**config.mk**
```make
export PLATFORM = sky130hd
export DESIGN_NAME = counter_sequencer
export DESIGN_NICKNAME = d
export VERILOG_FILES = /design/src/rtl/counter_sequencer.sv
export SDC_FILE = /design/constraint.sdc
export NUM_CORES = 1
export LEC_CHECK = 0
export CORE_AREA = 2 2 52 74
export CTS_CLUSTER_SIZE = 25
export DETAILED_ROUTE_END_ITERATION = 7
export DIE_AREA = 0 0 54 76
export PLACE_DENSITY = 0.69
export SYNTH_ARGS = -nofsm -noshare
export SYNTH_HDL_FRONTEND = slang
export SYNTH_SLANG_ARGS = --single-unit
```
**constraint.sdc**
```tcl
create_clock -name clk -period 2.05 [get_ports clk]
set_input_delay 0.41 -clock clk [delete_from_list [all_inputs] [get_ports clk]]
set_output_delay 0.41 -clock clk [all_outputs]
set_load 0.01 [all_outputs]
```
**src/rtl/counter_sequencer.sv**
```systemverilog
// Run-control sequencer: issues exactly lim_q one-cycle increment enables at a
// prescaled rate, with pause (hold), abort (stop) and done signalling.
module counter_sequencer #(
  parameter int W  = 8,
  parameter int PW = 4
) (
  input  logic          clk,
  input  logic          rst_n,
  input  logic          start,
  input  logic          stop,
  input  logic          hold,
  input  logic [PW-1:0] divisor,
  input  logic [W-1:0]  limit,
  output logic          cnt_en,
  output logic [W-1:0]  issued,
  output logic          busy,
  output logic          done
);

  localparam logic [1:0] S_IDLE  = 2'd0;
  localparam logic [1:0] S_RUN   = 2'd1;
  localparam logic [1:0] S_PAUSE = 2'd2;
  localparam logic [1:0] S_DONE  = 2'd3;

  logic [1:0]    r_state;
  logic [PW-1:0] r_pre;
  logic [PW-1:0] r_divQ;
  logic [W-1:0]  r_limQ;
  logic [W-1:0]  r_issued;
  logic          r_cntEn;

  logic          w_launch;
  logic          w_tick;
  logic [W-1:0]  w_issuedNext;

  assign w_launch     = start && !stop && ((r_state == S_IDLE) || (r_state == S_DONE));
  assign w_tick       = (r_pre == r_divQ);
  assign w_issuedNext = r_issued + 1'b1;

  // Leaving PAUSE with hold low also advances the prescaler, so a pause costs
  // exactly as many cycles as hold was sampled high.
  always_ff @(posedge clk or negedge rst_n) begin
    if (!rst_n) begin
      r_state  <= S_IDLE;
      r_pre    <= '0;
      r_divQ   <= '0;
      r_limQ   <= '0;
      r_issued <= '0;
      r_cntEn  <= 1'b0;
    end else begin
      r_cntEn <= 1'b0;
      if (w_launch) begin
        r_divQ   <= divisor;
        r_limQ   <= limit;
        r_issued <= '0;
        r_pre    <= '0;
        r_state  <= (limit == '0) ? S_DONE : S_RUN;
      end else begin
        case (r_state)
          S_RUN, S_PAUSE: begin
            if (stop) begin
              r_state <= S_IDLE;
            end else if (hold) begin
              r_state <= S_PAUSE;
            end else begin
              r_state <= S_RUN;
              if (w_tick) begin
                r_cntEn  <= 1'b1;
                r_pre    <= '0;
                r_issued <= w_issuedNext;
                if (w_issuedNext == r_limQ) begin
                  r_state <= S_DONE;
                end
              end else begin
                r_pre <= r_pre + 1'b1;
              end
            end
          end
          S_DONE: begin
            if (stop) begin
              r_state <= S_IDLE;
            end
          end
          default: begin
            r_state <= S_IDLE;
          end
        endcase
      end
    end
  end

  assign cnt_en = r_cntEn;
  assign issued = r_issued;
  assign busy   = (r_state == S_RUN) || (r_state == S_PAUSE);
  assign done   = (r_state == S_DONE);

endmodule

```
==> results of run 1 <==
worst paths after layout:
check                                       start               endpoint  slack (ns)  cells past startpoint
setup / recovery           r_state[0]$_DFFE_PN0P_   r_pre[0]$_DFFE_PN0P_        0.20                      6
hold / removal                              rst_n  r_limQ[2]$_DFFE_PN0P_        0.50                      2
setup reg to reg           r_state[0]$_DFFE_PN0P_   r_pre[0]$_DFFE_PN0P_        0.20                      6
hold reg to reg             r_divQ[0]$_DFFE_PN0P_  r_divQ[0]$_DFFE_PN0P_        0.54                      1
max in group asynchronous                   rst_n   r_pre[0]$_DFFE_PN0P_        1.27                      2
min in group clk            r_divQ[0]$_DFFE_PN0P_  r_divQ[0]$_DFFE_PN0P_        0.54                      1
per-stage QoR:
step	std cells	worst slack, ns
3_5_place_dp	224	0.0569
5_1_grt	228	0.0677
4_1_cts	228	0.0214
3_3_place_gp	224	0.0696
6_report	228	0.204
2_1_floorplan	150	0.131
routing by layer:
| layer | up-vias | global-route usage (%) |
|---|---|---|
| li1 | 625 | - |
| met1 | 655 | 23.2 |
| met2 | 26 | 31.5 |
| met3 | 8 | 1.76 |
| met4 | 0 | 9.00 |
| met5 | - | 0 |
cells in the mapped netlist (all sizes together) (2+ instances only):
library cell   n  area share, %
nor3           7            2.3
dfrtp         27             45
a21oi          8            2.9
o21ai         15            5.0
mux2          12            8.9
nor3b          3            2.2
nor2           8            2.0
nand3b         2           0.99
nand2         12            3.1
o31ai          7            3.5
ha             3            2.5
nor4           2           0.83
nand3          7            2.7
or3b           2            1.2
clkbuf         2           0.58
xor2           2            1.2
xnor2         11            6.4
inv            2           0.50
and3           5            2.2
registers in the layout, summed over array words and instances, names as in the netlist:
| register | flops |
|---|---|
| cnt_en | 1 |
| r_limQ | 8 |
| r_pre | 4 |
| issued | 8 |
| r_divQ | 4 |
| r_state | 2 |
logic make-up (layout without fill, tap and decap cells):
group	count (synthesis)	count (layout)	synth area share [%]
compound gates	35	35	13.8
simple gates	55	55	20.9
fa+ha+maj	3	3	2.49
xor+xnor	13	13	7.54
flops	27	27	44.7
mux	12	12	8.95
buf+inv	5	41	1.57
layout make-up:
type                            count  area (µm²)  share of cell area [%]
Sequential cell                    27         676                    35.0
Inverter                            2        7.51                   0.389
Clock buffer                        3        41.3                    2.14
Multi-Input combinational cell    118         813                    42.1
Tap cell                           42        52.6                    2.72
Timing Repair Buffer               35         333                    17.2
Clock inverter                      1        8.76                   0.453
power by group through the flow:
stage	Clock (mW)	Sequential, mW	Combinational, mW
5_1_grt	0.361	0.680	0.371
6_report	0.329	0.671	0.336
4_1_cts	0.334	0.670	0.340
3_5_place_dp	0	0.680	0.336
2_1_floorplan	0	0.667	0.223
3_3_place_gp	0	0.675	0.327
worst register-to-register path, delay by kind of cell (launching register included):
kind                       cells  cell delay, ns
and+or+nand+nor                3            0.74
DFF                            1            0.41
adders and majority gates      1            0.38
buffers and inverters          1            0.20
AOI/OAI and AO/OA              1            0.06
repair_timing:
action / in CTS / in global routing
endpoints found under the setup margin: 1 / 1
hold endpoints to repair: 0 / 0
cloned: 0 / 0
resized for setup: 1 / 1
==> reports/metrics.csv, run 1 <==
stage,metric,value,unit
run_status,status,finished clean,
logic_synthesis,yosysUniqueCellTypes,40,
floorplan,die_height,76,µm
critical_path,endpoint_kind,register,
floorplan,die_area,4100,µm²
floorplan,core_area,3510,µm²
finish,drive_above_1_share,17.7,%
logic_synthesis,ys_seq_area_share,44.7,%
timing,relSlewSlack,71.2,%
grt,grt_pass1_vias,1284,
clock_network,clockBufferDepth,2,
finish,postLayoutCoreUtil,55.0,%
finish,finalInstanceArea,1930,µm²
timing,finalSetupViolCount,0,
pwr,p_per_area,692,nW/µm²
pwr,p_leak,0.788,nW
drt,drc,0,
timing,min_period,1.85,ns
floorplan,initial_utilization,43.0,%
grt,grt_pass1_wl,5.80,mm
grt,grt_use_total,18.8,%
clock_network,cts_setup_buffers,0,
drt,wl_per_cell,15.9,µm
pwr,ir_drop,385,µV
timing,fmax,542,MHz
critical_path,cp_max_fo,7,
floorplan,io_pins,28,
finish,layout_common_cells,"27 x dfrtp_1, 26 x clkdlybuf4s50_1, 13 x o21ai_0",
clock_network,tritoncts,yes,
placement,port_buffers,27,
drt,drt-initial-drc-count,29,
run,maxCapViolCount,0,
placement,globalplace.congestion,0.909,
timing,final.period_utilization,90.1,%
critical_path,cp_num_buf_inv,1,
pwr,clock_power_share,24.6,%
floorplan,rows,26,
placement,hpwlAfterDp,2.73,mm
floorplan,fp.dieW,54,µm
grt,overflow,0,
timing,whs,0.499,ns
critical_path,required,2.26,ns
pwr,power_switching_share,30.3,%
grt,grt_start_max_net_pins,28,
finish,areaGrowthSynthToFinish,27.9,%
clock_network,cts.sinks,27,
placement,placed_cell_area,1880,µm²
timing,finalHoldViolations,0,
finish,nFillCells,341,
timing,maxSlewViolCount,0,
critical_path,criticalPathCategory,register to register,
drt,maxUsedRoutingLayer,met4,
timing,rsz0062_at_grt,false,
grt,antenna_found_initial,0,
finish,antenna_cells,0,
critical_path,startpoint_type,register,
clock_network,path_clk_slew,0.11,ns
critical_path,slowest_delay,0.49,ns
critical_path,cp_top_family,simple AND/OR/NAND/NOR gates,
finish,final_common_cell,dfrtp_1,
clock_network,ctsHoldBuffers,0,
pwr,p_sw,0.404,mW
pwr,p_seq_share,50.2,%
finish,nets,207,
timing,tightest_slew,0.430,ns
clock_network,cts_buffers,3,
timing,setup_tns,0,ns
hold_path,hp-class,input pin to asynchronous set/reset pin,
critical_path,arrival,2.06,ns
clock_network,cts_max_level,1,
logic_synthesis,ys.flop_type,dfrtp_1,
clock_network,clk_latency,0.28,ns
logic_synthesis,synth_seq_cells,27,
logic_synthesis,ys_warn_count,0,
timing,skew,0.0112,ns
logic_synthesis,syn_nets,170,
logic_synthesis,synthCells,150,
logic_synthesis,syn_avg_cell_area,10.1,µm²
drt,via_count,1314,
drt,vias_per_cell,5.76,
critical_path,crit_slowest_cell,or3b_1,
drt,dr.pass1.iters,4,
critical_path,timing.critical_path.cells,ha_2 > or3b_1 > buf_4 > nor3_1 > a21oi_1 > nor2_1,
drt,m1WireLength,1.50,mm
clock_network,root_buffer,clkbuf_8,
drt,totalWireLength,3.62,mm
drt,wl_met3,126,µm
drt,ant_nets,0,
drt,wl_met2,1.93,mm
logic_synthesis,async_flop_share,100,%
pwr,pwr-share-comb,25.1,%
logic_synthesis,synth_area,1510,µm²
logic_synthesis,synth-edff-count,0,
pwr,p_total,1.34,mW
pwr,power.internal,0.932,mW
Power figures use the tool's default switching activity.
==> run 2: changes to the inputs <==
--- a/config.mk
+++ b/config.mk
@@ -9,6 +9,7 @@
 export CTS_CLUSTER_SIZE = 25
 export DETAILED_ROUTE_END_ITERATION = 7
 export DIE_AREA = 0 0 54 76
+export MAX_ROUTING_LAYER = met4
 export PLACE_DENSITY = 0.69
 export SYNTH_ARGS = -nofsm -noshare
 export SYNTH_HDL_FRONTEND = slang
==> run 2 against run 1 <==
Global-route usage decreased by 0.39 points. Clock skew decreased by 0.0089 ns. Total power decreased by 2.2%. Register-to-register slack about the same. Worst setup slack improved by 0.0046 ns. Clock power decreased by 8.5%. Critical path type unchanged. Maximum frequency increased by 0.25%. Largest cell class unchanged. Clock-buffer cell count increased by 1. Core utilization about the same. Routed wire length decreased by 3.8%.
==> reports/metrics.csv, run 2 (synthesized netlist as in run 1, its figures left out) <==
stage,metric,value,unit,change
timing,setup_tns,0,ns,unchanged
drt,drc,0,,unchanged
clock_network,cts_setup_buffers,0,,unchanged
floorplan,core_area,3510,µm²,unchanged
pwr,p_leak,0.788,nW,about the same
finish,areaGrowthSynthToFinish,28.0,%,about the same
placement,dp.cells,224,,unchanged
clock_network,clockBufferDepth,2,,unchanged
timing,finalHoldViolations,0,,unchanged
run_status,status,finished clean,,
drt,wl_per_cell,15.3,µm,-3.8%
timing,rsz0062_at_grt,false,,
critical_path,criticalPathCategory,register to register,,
critical_path,slowest_delay,0.49,ns,about the same
grt,grt_pass1_vias,1241,,-3.3%
timing,tightest_slew,0.338,ns,-0.0925 ns
timing,maxSlewViolCount,0,,unchanged
drt,ant_nets,0,,unchanged
floorplan,io_pins,28,,unchanged
critical_path,startpoint_type,register,,
pwr,ir_drop,515,µV,+34%
drt,totalWireLength,3.48,mm,-3.8%
critical_path,crit_slowest_cell,or3b_1,,
finish,nets,207,,unchanged
timing,whs,0.516,ns,+0.0172 ns
pwr,p_per_area,676,nW/µm²,-2.2%
clock_network,ctsHoldBuffers,0,,unchanged
placement,hpwlAfterDp,2.65,mm,-3.1%
hold_path,hp-class,input pin to asynchronous set/reset pin,,
timing,relSlewSlack,77.2,%,+6.0 points
critical_path,arrival,2.00,ns,-0.06 ns
clock_network,root_buffer,clkbuf_8,,
grt,grt_start_max_net_pins,28,,unchanged
grt,grt_pass1_wl,5.49,mm,-5.3%
pwr,p_seq_share,51.1,%,+0.9 points
clock_network,cts_max_level,1,,unchanged
critical_path,required,2.20,ns,-0.06 ns
placement,port_buffers,27,,unchanged
timing,min_period,1.84,ns,-0.00458 ns
clock_network,tritoncts,yes,,
drt,vias_per_cell,5.64,,-2.1%
critical_path,cp_max_fo,7,,unchanged
finish,layout_common_cells,"27 x dfrtp_1, 26 x clkdlybuf4s50_1, 13 x o21ai_0",,
placement,placed_cell_area,1880,µm²,unchanged
pwr,power.internal,0.930,mW,-0.21%
finish,final_cells,228,,unchanged
floorplan,die_area,4100,µm²,unchanged
floorplan,fp.dieW,54,µm,unchanged
floorplan,initial_utilization,43.0,%,unchanged
timing,final.period_utilization,89.8,%,-0.22 points
finish,drive_above_1_share,17.2,%,-0.54 points
timing,finalSetupViolCount,0,,unchanged
clock_network,clk_latency,0.27,ns,about the same
drt,via_count,1287,,-2.1%
grt,grt_use_total,18.4,%,-0.39 points
finish,finalInstanceArea,1930,µm²,about the same
pwr,p_sw,0.378,mW,-6.6%
grt,antenna_found_initial,0,,unchanged
clock_network,cts.sinks,27,,unchanged
floorplan,die_height,76,µm,unchanged
finish,antenna_cells,0,,unchanged
drt,drt-initial-drc-count,18,,-38%
clock_network,cts_buffers,3,,unchanged
timing,fmax,543,MHz,+0.25%
run,maxCapViolCount,0,,unchanged
placement,globalplace.congestion,0.922,,+1.3%
floorplan,rows,26,,unchanged
finish,final_common_cell,dfrtp_1,,
drt,dr.pass1.iters,4,,unchanged
pwr,pwr-share-comb,25.8,%,+0.7 points
critical_path,endpoint_kind,register,,
grt,overflow,0,,unchanged
timing,skew,0.00234,ns,-0.00886 ns
pwr,power_switching_share,28.9,%,-1.4 points
clock_network,path_clk_slew,0.09,ns,-0.02 ns
pwr,clock_power_share,23.0,%,-1.6 points
critical_path,timing.critical_path.cells,ha_2 > or3b_1 > buf_4 > o21ai_0 > a21oi_1,,
[run 2: cell types whose count changed in the layout (fill, tap and decap cells not counted)]
cell      change
nor3b_2       -1
inv_6         -1
clkbuf_1      +1
nor3b_4       +1
[run 2: worst paths after layout]
| kind | from | end | slack [ns] | depth (start not counted) |
|---|---|---|---|---|
| setup / recovery | r_state[1]$_DFFE_PN0P_ | r_pre[2]$_DFFE_PN0P_ | 0.21 | 5 |
| hold / removal | rst_n | r_limQ[1]$_DFFE_PN0P_ | 0.52 | 2 |
| setup reg to reg | r_state[1]$_DFFE_PN0P_ | r_pre[2]$_DFFE_PN0P_ | 0.21 | 5 |
| hold reg to reg | r_limQ[6]$_DFFE_PN0P_ | r_limQ[6]$_DFFE_PN0P_ | 0.53 | 1 |
| max in group asynchronous | rst_n | r_pre[1]$_DFFE_PN0P_ | 1.27 | 2 |
| min in group clk | r_limQ[6]$_DFFE_PN0P_ | r_limQ[6]$_DFFE_PN0P_ | 0.53 | 1 |
[run 2: power by group through the flow]
stage | Sequential, mW | Clock, mW | Combinational (mW)
floorplan | 0.667 | 0 | 0.223
global placement | 0.675 | 0 | 0.326
detailed placement | 0.681 | 0 | 0.336
CTS | 0.669 | 0.308 | 0.340
global route | 0.679 | 0.339 | 0.373
finish | 0.669 | 0.301 | 0.338
[run 2: layout make-up]
class	count	area (µm²)
tap	42	52.6
multi-input combinational	118	820
fill	305	1580
clock buffer	4	45.0
inverter	2	7.51
timing repair buffer	35	333
sequential	27	676
[run 2: worst max-delay path, delay by kind of cell (launching register included)]
| family | cells | cell delay, ns |
|---|---|---|
| and+or+nand+nor | 1 | 0.49 |
| AOI/OAI and AO/OA | 2 | 0.26 |
| DFF | 1 | 0.40 |
| buffers and inverters | 1 | 0.19 |
| adders and majority gates | 1 | 0.39 |
[run 2: stage by stage]
stage | total power [mW] | util [%] | worst slack (ns)
finish | 1.31 | 55.0 | 0.208
global route | 1.39 | 55.0 | 0.0878
CTS | 1.32 | 54.8 | 0.0226
detailed placement | 1.02 | 53.4 | 0.0377
global placement | 1.00 | 53.4 | 0.0632
floorplan | 0.890 | - | 0.131
[run 2: what timing repair did]
item	CTS	global route
setup endpoints to repair	1	2
cloned	0	0
resized for setup	1	2
pin swaps	0	0
[run 2: layer usage]
metal  wire length, µm  global-route usage, %  up-vias
met5                 0                      -        -
met4                63                   8.00        0
met3                81                   2.55        6
met2              1830                   31.1       23
met1              1510                   20.7      628
li1                  -                      -      630
==> run 3: changes to the inputs <==
--- a/config.mk
+++ b/config.mk
@@ -5,12 +5,12 @@
 export SDC_FILE = /design/constraint.sdc
 export NUM_CORES = 1
 export LEC_CHECK = 0
-export CORE_AREA = 2 2 52 74
+export CORE_AREA = 2 2 49 70
 export CTS_CLUSTER_SIZE = 25
 export DETAILED_ROUTE_END_ITERATION = 7
-export DIE_AREA = 0 0 54 76
+export DIE_AREA = 0 0 51 72
 export MAX_ROUTING_LAYER = met4
-export PLACE_DENSITY = 0.69
+export PLACE_DENSITY = 0.76
 export SYNTH_ARGS = -nofsm -noshare
 export SYNTH_HDL_FRONTEND = slang
 export SYNTH_SLANG_ARGS = --single-unit
==> run 3 against run 2 <==
Largest cell class unchanged. Cell count fell by 0.88%. Worst hold slack worse by 0.026 ns. Sequential power hardly changed. Routed wire length up 2.2%. Highest routed layer unchanged. Die area is 11% lower.
==> reports/metrics.csv, run 3 (synthesized netlist as in run 1, its figures left out) <==
stage,metric,value,unit,change
grt,antenna_found_initial,0,,unchanged
floorplan,fp.dieW,51,µm,-5.6%
drt,drt-initial-drc-count,46,,+28
finish,layout_common_cells,"27 x dfrtp_1, 26 x clkdlybuf4s50_1, 13 x o21ai_0",,
placement,port_buffers,27,,unchanged
timing,min_period,1.91,ns,+0.0644 ns
critical_path,timing.critical_path.cells,ha_2 > or3b_1 > nor3_1 > o21ai_0 > o31ai_1,,
drt,dr.pass1.iters,4,,unchanged
critical_path,required,2.23,ns,+0.03 ns
floorplan,rows,24,,-7.7%
floorplan,initial_utilization,49.8,%,+6.8 points
clock_network,tritoncts,yes,,
floorplan,die_height,72,µm,-5.3%
floorplan,io_pins,28,,unchanged
finish,multi_input_area,813,µm²,-0.76%
placement,globalplace.congestion,0.945,,+2.6%
drt,wl_per_cell,15.8,µm,+3.1%
critical_path,arrival,2.08,ns,+0.08 ns
drt,via_count,1323,,+2.8%
finish,antenna_cells,0,,unchanged
critical_path,startpoint_type,register,,
clock_network,path_clk_slew,0.10,ns,about the same
floorplan,core_area,3030,µm²,-14%
clock_network,cts_buffers,3,,unchanged
run,maxCapViolCount,0,,unchanged
finish,areaGrowthSynthToFinish,28.1,%,about the same
critical_path,slowest_delay,0.49,ns,about the same
pwr,power_switching_share,29.7,%,+0.86 points
pwr,ir_drop,463,µV,-10%
drt,drc,0,,unchanged
timing,skew,0.00950,ns,+0.00716 ns
finish,nFillCells,254,,-17%
finish,final_cells,226,,-0.88%
timing,relSlewSlack,74.0,%,-3.2 points
placement,dp.cells,222,,-0.89%
drt,vias_per_cell,5.85,,+3.7%
finish,finalInstanceArea,1930,µm²,about the same
timing,final.setup.worst_slack,0.144,ns,-0.0644 ns
timing,setup_tns,0,ns,unchanged
grt,grt_use_total,21.3,%,+2.9 points
critical_path,crit_slowest_cell,or3b_1,,
clock_network,cts_max_level,1,,unchanged
critical_path,endpoint_kind,register,,
pwr,p_sw,0.393,mW,+4.1%
run_status,status,finished clean,,
drt,ant_nets,0,,unchanged
drt,totalWireLength,3.56,mm,+2.2%
finish,nets,208,,+0.48%
pwr,p_per_area,684,nW/µm²,+1.1%
floorplan,die_area,3670,µm²,-11%
pwr,power.internal,0.929,mW,-0.10%
pwr,p_seq_share,50.4,%,-0.7 points
clock_network,clockBufferDepth,2,,unchanged
timing,rsz0062_at_grt,false,,
timing,tightest_slew,0.389,ns,+0.0512 ns
finish,seq_area,676,µm²,unchanged
clock_network,clk_latency,0.28,ns,about the same
timing,final.period_utilization,93.0,%,+3.1 points
finish,drive_above_1_share,18.2,%,+0.98 points
timing,fmax,525,MHz,-3.4%
critical_path,cp_max_fo,7,,unchanged
critical_path,criticalPathCategory,register to register,,
clock_network,cts_setup_buffers,0,,unchanged
pwr,p_leak,0.788,nW,about the same
pwr,pwr-share-comb,25.8,%,about the same
finish,final_common_cell,dfrtp_1,,
placement,placed_cell_area,1880,µm²,+0.20%
grt,grt_pass1_wl,5.82,mm,+5.9%
hold_path,hp-class,input pin to asynchronous set/reset pin,,
placement,place_ws,0.0625,ns,+0.0248 ns
timing,maxSlewViolCount,0,,unchanged
clock_network,root_buffer,clkbuf_8,,
placement,hpwlAfterDp,2.63,mm,-0.67%
grt,grt_start_max_net_pins,28,,unchanged
grt,overflow,0,,unchanged
timing,finalSetupViolCount,0,,unchanged
clock_network,cts.sinks,27,,unchanged
pwr,clock_power_share,23.8,%,+0.8 points
grt,grt_pass1_vias,1318,,+6.2%
timing,finalHoldViolations,0,,unchanged
run 3: cell types whose count changed in the layout (fill, tap and decap cells not counted), sizes merged:
cell      change
buf           +1
clkinvlp      +1
clkbuf        -1
run 3: final cells by class:
class | count | share of cell area (%)
Clock buffer | 3 | 2.13
Clock inverter | 1 | 0.388
Inverter | 2 | 0.388
Multi-Input combinational cell | 118 | 42.0
Sequential cell | 27 | 34.9
Tap cell | 39 | 2.52
Timing Repair Buffer | 36 | 17.6
run 3: final timing paths:
check | end | startpoint | slack (ns) | cells past startpoint
max | issued[4]$_DFFE_PN0P_ | r_state[1]$_DFFE_PN0P_ | 0.14 | 5
min in group clk | issued[7]$_DFFE_PN0P_ | issued[7]$_DFFE_PN0P_ | 0.53 | 1
min | r_limQ[0]$_DFFE_PN0P_ | rst_n | 0.49 | 2
max in group asynchronous | r_limQ[7]$_DFFE_PN0P_ | rst_n | 1.28 | 2
max reg2reg | issued[4]$_DFFE_PN0P_ | r_state[1]$_DFFE_PN0P_ | 0.14 | 5
min reg2reg | issued[7]$_DFFE_PN0P_ | issued[7]$_DFFE_PN0P_ | 0.53 | 1
run 3: metal layers:
metal  global-route usage [%]  vias up  share of wire, %
met5                        -        -                 0
met4                     12.6        0               2.7
met3                     3.09       12               4.1
met2                     35.8       46                52
met1                     23.6      639                41
li1                         -      626                 -
run 3: power by group through the flow:
stage                     clock (mW)  sequential (mW)  combinational [mW]
after floorplan                    0            0.667               0.223
after CTS                      0.321            0.666               0.342
after global placement             0            0.674               0.326
after global routing           0.343            0.676               0.373
final                          0.315            0.666               0.341
after detailed placement           0            0.677               0.341
run 3: per-stage QoR:
stage | hold WS (ns) | util (%) | total power [mW]
after floorplan | 0.114 | - | 0.890
final | 0.490 | 63.8 | 1.32
after detailed placement | 0.518 | 62.0 | 1.02
after global routing | 0.538 | 63.8 | 1.39
after CTS | 0.508 | 63.6 | 1.33
after global placement | 0.512 | 62.0 | 1.00
run 3: what timing repair did:
| item | 4_1_cts | 5_1_grt |
|---|---|---|
| hold endpoints to repair | 0 | 0 |
| resized for setup | 0 | 2 |
| hold buffers | 0 | 0 |
| endpoints found under the setup margin | 0 | 1 |
run 3: worst max-delay path: cells and delay by family (launching register included):
family	cells	cell delay (ns)
and+or+nand+nor	2	0.75
AOI/OAI and AO/OA	2	0.26
DFF	1	0.40
adders and majority gates	1	0.40
